**src/rtl/proc_ctrl_fsm.sv**
```systemverilog
// ---------------------------------------------------------------------------
// proc_ctrl_fsm
//
// Control sequencer for the 9-bit processor datapath. An instruction word is
// captured from din when run is seen in IDLE, then stepped through T1..T3.
// Each step drives the one-hot bus-source selects and the matching destination
// load enables, so every register transfer on the shared bus originates here.
//
// Instruction format: ir[8:6] = opcode, ir[5:3] = X, ir[2:0] = Y
//   000 mv  Rx,Ry   001 mvi Rx,#D   010 add Rx,Ry   011 sub Rx,Ry
//   anything else is a NOP that completes in T1.
//
// Ports
//   clock   in   rising-edge system clock
//   reset   in   synchronous active-high reset, clears all state
//   run     in   start request, only looked at in IDLE
//   din     in   instruction word in IDLE (immediate data uses dsele instead)
//   rsele   out  one-hot bus source select R0..R7
//   gsele   out  bus source = G (ALU result register)
//   dsele   out  bus source = din
//   rin     out  one-hot load enable R0..R7
//   ain     out  load A from bus
//   gin     out  load G from ALU
//   addsub  out  ALU op, 0 = add, 1 = subtract
//   done    out  instruction completes this cycle
//   ir      out  current instruction register
//   tstep   out  current step, 0 = IDLE, 1..3 = T1..T3
// ---------------------------------------------------------------------------
module proc_ctrl_fsm #(
  parameter int OPW = 3,
  parameter int RW  = 3
) (
  input  logic                  clock,
  input  logic                  reset,
  input  logic                  run,
  input  logic [OPW+2*RW-1:0]   din,
  output logic [(2**RW)-1:0]    rsele,
  output logic                  gsele,
  output logic                  dsele,
  output logic [(2**RW)-1:0]    rin,
  output logic                  ain,
  output logic                  gin,
  output logic                  addsub,
  output logic                  done,
  output logic [OPW+2*RW-1:0]   ir,
  output logic [1:0]            tstep
);

  localparam int IW = OPW + 2*RW;
  localparam int NR = 2**RW;

  localparam logic [OPW-1:0] OP_MV  = OPW'(0);
  localparam logic [OPW-1:0] OP_MVI = OPW'(1);
  localparam logic [OPW-1:0] OP_ADD = OPW'(2);
  localparam logic [OPW-1:0] OP_SUB = OPW'(3);

  typedef enum logic [1:0] {
    IDLE = 2'd0,
    T1   = 2'd1,
    T2   = 2'd2,
    T3   = 2'd3
  } step_t;

  // Full set of control outputs, kept together so they can be registered as
  // one word alongside the step counter.
  typedef struct packed {
    logic [NR-1:0] rsele;
    logic          gsele;
    logic          dsele;
    logic [NR-1:0] rin;
    logic          ain;
    logic          gin;
    logic          addsub;
    logic          done;
  } ctrl_t;

  step_t         state;
  step_t         state_next;
  logic [IW-1:0] ir_q;
  logic [IW-1:0] ir_next;
  ctrl_t         ctrl_q;

  // Only add and sub need the three-step A / G / writeback sequence.
  function automatic logic is_arith(input logic [OPW-1:0] op);
    return (op == OP_ADD) || (op == OP_SUB);
  endfunction

  // Control word for a given step and instruction. This is the Moore output
  // decode: it only ever sees the step and the instruction register, never
  // run or din directly.
  function automatic ctrl_t decode(input step_t s, input logic [IW-1:0] i);
    ctrl_t         c;
    logic [OPW-1:0] op;
    logic [RW-1:0]  x;
    logic [RW-1:0]  y;
    c  = '0;
    op = i[IW-1 -: OPW];
    x  = i[2*RW-1 -: RW];
    y  = i[RW-1:0];
    case (s)
      T1: begin
        case (op)
          OP_MV: begin
            c.rsele = NR'(1) << y;
            c.rin   = NR'(1) << x;
            c.done  = 1'b1;
          end
          OP_MVI: begin
            c.dsele = 1'b1;
            c.rin   = NR'(1) << x;
            c.done  = 1'b1;
          end
          OP_ADD, OP_SUB: begin
            c.rsele = NR'(1) << x;
            c.ain   = 1'b1;
          end
          default: begin
            c.done = 1'b1;
          end
        endcase
      end
      T2: begin
        if (is_arith(op)) begin
          c.rsele  = NR'(1) << y;
          c.gin    = 1'b1;
          c.addsub = op[0];
        end
      end
      T3: begin
        if (is_arith(op)) begin
          c.gsele = 1'b1;
          c.rin   = NR'(1) << x;
          c.done  = 1'b1;
        end
      end
      default: begin
        c = '0;
      end
    endcase
    return c;
  endfunction

  // Next step and next instruction register. The instruction is only
  // captured on the edge that leaves IDLE, so ir stays stable for the whole
  // instruction and run is ignored while one is in flight.
  always_comb begin
    state_next = state;
    ir_next    = ir_q;
    case (state)
      IDLE: begin
        if (run) begin
          state_next = T1;
          ir_next    = din;
        end
      end
      T1: begin
        state_next = is_arith(ir_q[IW-1 -: OPW]) ? T2 : IDLE;
      end
      T2: begin
        state_next = T3;
      end
      T3: begin
        state_next = IDLE;
      end
      default: begin
        state_next = IDLE;
      end
    endcase
  end

  // State, instruction and control word are all registered together. The
  // control word is decoded from the values the state and ir are about to
  // take, so it always matches the step that is current after the edge.
  // Reset wins over everything, which also drops done for an aborted add/sub.
  always_ff @(posedge clock) begin
    if (reset) begin
      state  <= IDLE;
      ir_q   <= '0;
      ctrl_q <= '0;
    end else begin
      state  <= state_next;
      ir_q   <= ir_next;
      ctrl_q <= decode(state_next, ir_next);
    end
  end

  assign rsele  = ctrl_q.rsele;
  assign gsele  = ctrl_q.gsele;
  assign dsele  = ctrl_q.dsele;
  assign rin    = ctrl_q.rin;
  assign ain    = ctrl_q.ain;
  assign gin    = ctrl_q.gin;
  assign addsub = ctrl_q.addsub;
  assign done   = ctrl_q.done;
  assign ir     = ir_q;
  assign tstep  = state;

  // Bus-level sanity: a single driver on the bus, a single destination, the
  // ALU op only meaningful in T2, and done only on an instruction's last step.
  assert property (@(posedge clock) disable iff (reset)
    $onehot0({rsele, gsele, dsele}));
  assert property (@(posedge clock) disable iff (reset)
    $onehot0(rin));
  assert property (@(posedge clock) disable iff (reset)
    addsub |-> (state == T2));
  assert property (@(posedge clock) disable iff (reset)
    done |-> ((state == T3) || ((state == T1) && !is_arith(ir_q[IW-1 -: OPW]))));

endmodule

```
**config.mk**
```make
export PLATFORM = sky130hd
export DESIGN_NAME = proc_ctrl_fsm
export DESIGN_NICKNAME = d
export VERILOG_FILES = /design/src/rtl/proc_ctrl_fsm.sv
export SDC_FILE = /design/constraint.sdc
export NUM_CORES = 1
export LEC_CHECK = 0
export BUFFER_PORTS_ARGS = -buffer_cell sky130_fd_sc_hd__buf_2
export CAP_MARGIN = 20
export CELL_PAD_IN_SITES_DETAIL_PLACEMENT = 1
export CELL_PAD_IN_SITES_GLOBAL_PLACEMENT = 1
export CORE_MARGIN = 2
export CORE_UTILIZATION = 40
export CTS_BUF_LIST = sky130_fd_sc_hd__clkbuf_8
export DETAILED_ROUTE_END_ITERATION = 10
export PLACE_DENSITY = 0.93
export SLEW_MARGIN = 20
export SYNTH_ARGS = -nofsm -noshare
export SYNTH_HDL_FRONTEND = slang
export SYNTH_SLANG_ARGS = --single-unit
```
**constraint.sdc**
```tcl
create_clock -name clock -period 2.7 [get_ports clock]
set_input_delay 0.27 -clock clock [delete_from_list [all_inputs] [get_ports clock]]
set_output_delay 0.27 -clock clock [all_outputs]
set_load 0.005 [all_outputs]
```
Word-level counts from Yosys, hierarchy flattened
Index checks and enable logic that the tools add are counted.

Word-level logic and storage cells: 54. Bits in registers: 33.

Shifts and indexed selects: 2. Bitwise operators: 4. Equal/unequal tests: 11. Reduce and logical (&&, ||, !) cells: 10. Multiplexer cells: 17.

Operators with widths (number): one-hot mux 8 bit (2 select lines) (3); two-way mux 8 bit (3); two-way mux 9 bit (2); << shifter 1 x 3 -> 8 bit, first input constant (2); equality test 3 x 2 -> 1 bit, second input constant (4); OR reduction 2 bit (5); equality test 2 bit, second input constant (4); one-hot mux 2 bit (4 select lines) (1); two-way mux 2 bit (3); equality test 2 x 1 -> 1 bit, second input constant (2); two-way mux 1 bit (4); inverter 1 bit (4); equality test 3 x 1 -> 1 bit, second input constant (1); zero test 3 bit (1); OR reduction 3 bit (1); zero test 2 bit (1); logical OR 1 bit (2); one-hot mux 1 bit (2 select lines) (1).

Depth between registers and ports, before layout
Word-level depth: 7. Depth in mapped cells: 11.

Least setup slack after synthesis
OpenSTA, ideal clock, no wires.

Kind: flip-flop to flip-flop. From: register ir_q[8] (netlist: ir[8]). To: register ctrl_q (netlist bit rsele[7]). Required time: 2608 ps. Arrival: 2117 ps. Setup time: 92 ps. Path slack: 491 ps. Stages on the path, launching flop included: 12. Buffers on the path: 2. Cells stage by stage: dfxtp_1 > clkbuf_1 > nand2b_1 > clkbuf_1 > nor3b_1 > nor2_1 > inv_1 > ha_1 > nor2_1 > and2_1 > o21ai_0 > o32ai_1.

Word-level cells in the longest chain between the ends: 6. Elaborated cells between the ends (all ways): 17. Those cells by class: eq/ne: 6; mux: 7; reduce/logical: 4.

RTL lines: start: declaration (line 79) `logic [IW-1:0] ir_q;`; start signal: assignment (line 182) `ir_q <= ir_next;`; equality test 3 x 2 -> 1 bit (line 85) `return (op == OP_ADD) || (op == OP_SUB);`; logical OR 1 bit * (line 85); two-way mux 2 bit * (line 157) `state_next = is_arith(ir_q[IW-1 -: OPW]) ? T2 : IDLE;`; one-hot mux 2 bit (4 select lines) * (line 149) `case (state)`; named net state_next[1] (line 78) `step_t state_next;`; equality test 2 bit or equality test 2 x 1 -> 1 bit (tied branches) (line 100) `case (s)`; one-hot mux 8 bit (2 select lines) * (line 100); end signal: assignment (line 183) `ctrl_q <= decode(state_next, ir_next);`; end: declaration (line 81) `ctrl_t ctrl_q;`.

Mark *: on every way through the listed nets, which the timed path passes. The rest lies on a longest branch. A chain may end at the register's enable or synchronous reset.

Worst setup path in the final report
Ends and elaborated chain as after synthesis.

==> results.yml <==
die:
  core_area_um2: 4000
  fp.dieW_um: 68.6
  die_h_um: 68.6
  fp-row-count: 23
  io_pins: 45
  dieArea_um2: 4710
  initial_core_util_pct: 41.7
finish:
  drive_gt1_share_pct: 27.0
  syn_to_final_growth_pct: 19.2
  fin_nets: 250
  stdcell_area_um2: 1990
  antenna_cells: 0
  fillers: 503
synthesis:
  yosys_warnings: 0
  synth_edf_count: 0
  synth_area_per_cell_um2: 8.60
  synth_common_cells: "dfxtp_1, nor2_1, nand2_1"
  netlist_instances: 194
  synth_top_area_share_pct: 39.6
  ys.flop_type: "dfxtp_1"
  ys_ff_latch: 33
  yosys.area.top_type: "dfxtp_1"
  async_flop_share_pct: 0
  synthTopCellsByArea: "dfxtp_1, nor2_1, mux2_4"
  netlist_area_um2: 1670
  synth.most_common_cell: "dfxtp_1"
  synth_nets: 208
  ys_types: 34
  ys_seq_area_share_pct: 39.6
clock_network:
  h-tree-depth: 2
  clk_latency_ps: 290
  cts.sink_count: 33
  cts_setup_buffers: 0
  cts_root_buf: "clkbuf_8"
  clock_path_buffers: 2
  cts_buffers: 5
  cts_resized: 0
  clk_pin_slew_ps: 70
  cts_hold_buf: 0
  cts_tree: "yes"
route:
  post-route-drc-count: 0
  drtAntennaViolNets: 0
  drt_first_pass_iters: 4
  num_vias: 1625
  drtIter0Drc: 103
  wl_met3_um: 307
  drt-met1-wl_mm: 1.96
  drt_wl_total_mm: 4.66
  vias_per_cell: 5.66
  dr_wl_met2_mm: 2.31
  wire_per_inst_um: 16.2
  top_layer: "met4"
setup_path:
  crit_path_end_kind: "flip-flop"
  worst-r2r-cell-count: 9
  rrSetupSlack_ps: 320
  critPathKind: "flip-flop to flip-flop"
  r2r-start: "ir[8]"
  critPathRequiredTime_ps: 2900
  timing.rr.end: "rsele[7]"
  start_kind: "flip-flop"
  crit_arrival_ps: 2580
  cp_max_fo: 10
grt:
  grt_pass1_wl_mm: 7.76
  track_usage_pct: 22.4
  grt_antenna_before_repair: 0
  grt_max_degree: 26
  overflow: 0
  grt_pass1_vias: 1580
outcome:
  status: "completed"
sta:
  fin_hold_ws_ps: 264
  maxSlewHeadroom_pct: 50.7
  period_share_pct: 88.1
  rsz0062_at_grt: "no"
  setup_tns_ps: 0
  clock_skew_ps: 5.16
  post-route-min-period_ps: 2380
  worst_pin_slew_ps: 740
  finalHoldViolCount: 0
  setup_viol: 0
  slew_viol_final: 0
  max_clock_freq_mhz: 420
placed_design:
  port_buffers: 44
  dp_hpwl_mm: 3.54
  finalWeightedCongestion: 0.893
  place_area_um2: 1910
min_path:
  holdPathStages: 3
  hold_end: "ir[3]"
  worstHoldStart: "din[3]"
  holdCritPathClass: "primary input to flip-flop"
power_and_ir_drop:
  p_per_area_nw_per_um2: 523
  leakage_nw: 0.886
  ir_drop_uv: 218
job:
  maxCapViolations: 0
## logic make-up (layout without fill, tap and decap cells)
| kind of cell | after synthesis | after routing | share of synthesized area (%) |
|---|---|---|---|
| flip-flops | 33 | 33 | 39.6 |
| adder cells (fa/ha/maj) | 2 | 2 | 1.50 |
| AO/OA/AOI/OAI | 29 | 29 | 12.3 |
| multiplexers | 12 | 12 | 8.70 |
| AND/OR/NAND/NOR | 102 | 102 | 32.8 |
| buffers and inverters | 16 | 59 | 5.10 |
## stage by stage
step	cells	setup WS (ps)	utilization, %	power, mW
final	287	320	49.7	1.04
after global routing	287	80.7	49.7	1.09
after CTS	287	312	49.7	1.05
after detailed placement	279	338	47.7	0.704
after global placement	279	568	47.7	0.696
after floorplan	194	491	-	0.648
## worst max-delay path, cell delays in order, from the launching register on
cell and delay, ps:
dfxtp_1 510, nand2b_1 330, nor3b_1 90, nor2_1 210
inv_1 70, ha_1 270, nor2_1 140, and2_1 180
o21ai_0 200, o32ai_1 300
## layout make-up
type,count,area (um2),share of cell area (%)
Timing Repair Buffer,47,243,12.2
Tap cell,50,62.6,3.14
Inverter,4,15.0,0.755
Sequential cell,33,661,33.2
Multi-Input combinational cell,145,928,46.7
Clock inverter,3,11.3,0.566
Clock buffer,5,68.8,3.46
## how the worst max path moves through the flow
| stage | startpoint | to |
|---|---|---|
| 5_1_grt | ir[8] | rsele[7] |
| 2_1_floorplan | ir[8] | rsele[7] |
| 4_1_cts | ir[8] | rsele[7] |
| 3_3_place_gp | ir[8] | rsele[7] |
| 6_report | ir[8] | rsele[7] |
| 3_5_place_dp | ir[8] | rsele[7] |
## power breakdown
| group | internal, mW | switching [mW] |
|---|---|---|
| registers | 0.500 | 0.0173 |
| clock network | 0.172 | 0.174 |
| logic | 0.0722 | 0.105 |
| total | 0.744 | 0.297 |
## metal layers
layer	vias up	track usage, %
li1	774	-
met5	-	0
met2	63	37.0
met1	778	28.0
met4	0	7.75
met3	10	6.01
## cell usage in the layout, fill, tap and decap left out, drive strengths merged, types with 5 or more instances in the layout
cell type,n
nor3,13
clkbuf,5
nor4,10
mux2,5
nor3b,9
nand2,16
o22ai,6
nand2b,8
buf,47
a211oi,8
inv,7
a21oi,8
nor2,27
mux2i,7
dfxtp,33
## flip-flops by register name (all words and copies together), names as in the netlist, 2 cells and up
register	count
rin	8
tstep	2
ir	9
rsele	8
(Power assumes the default switching activity.)
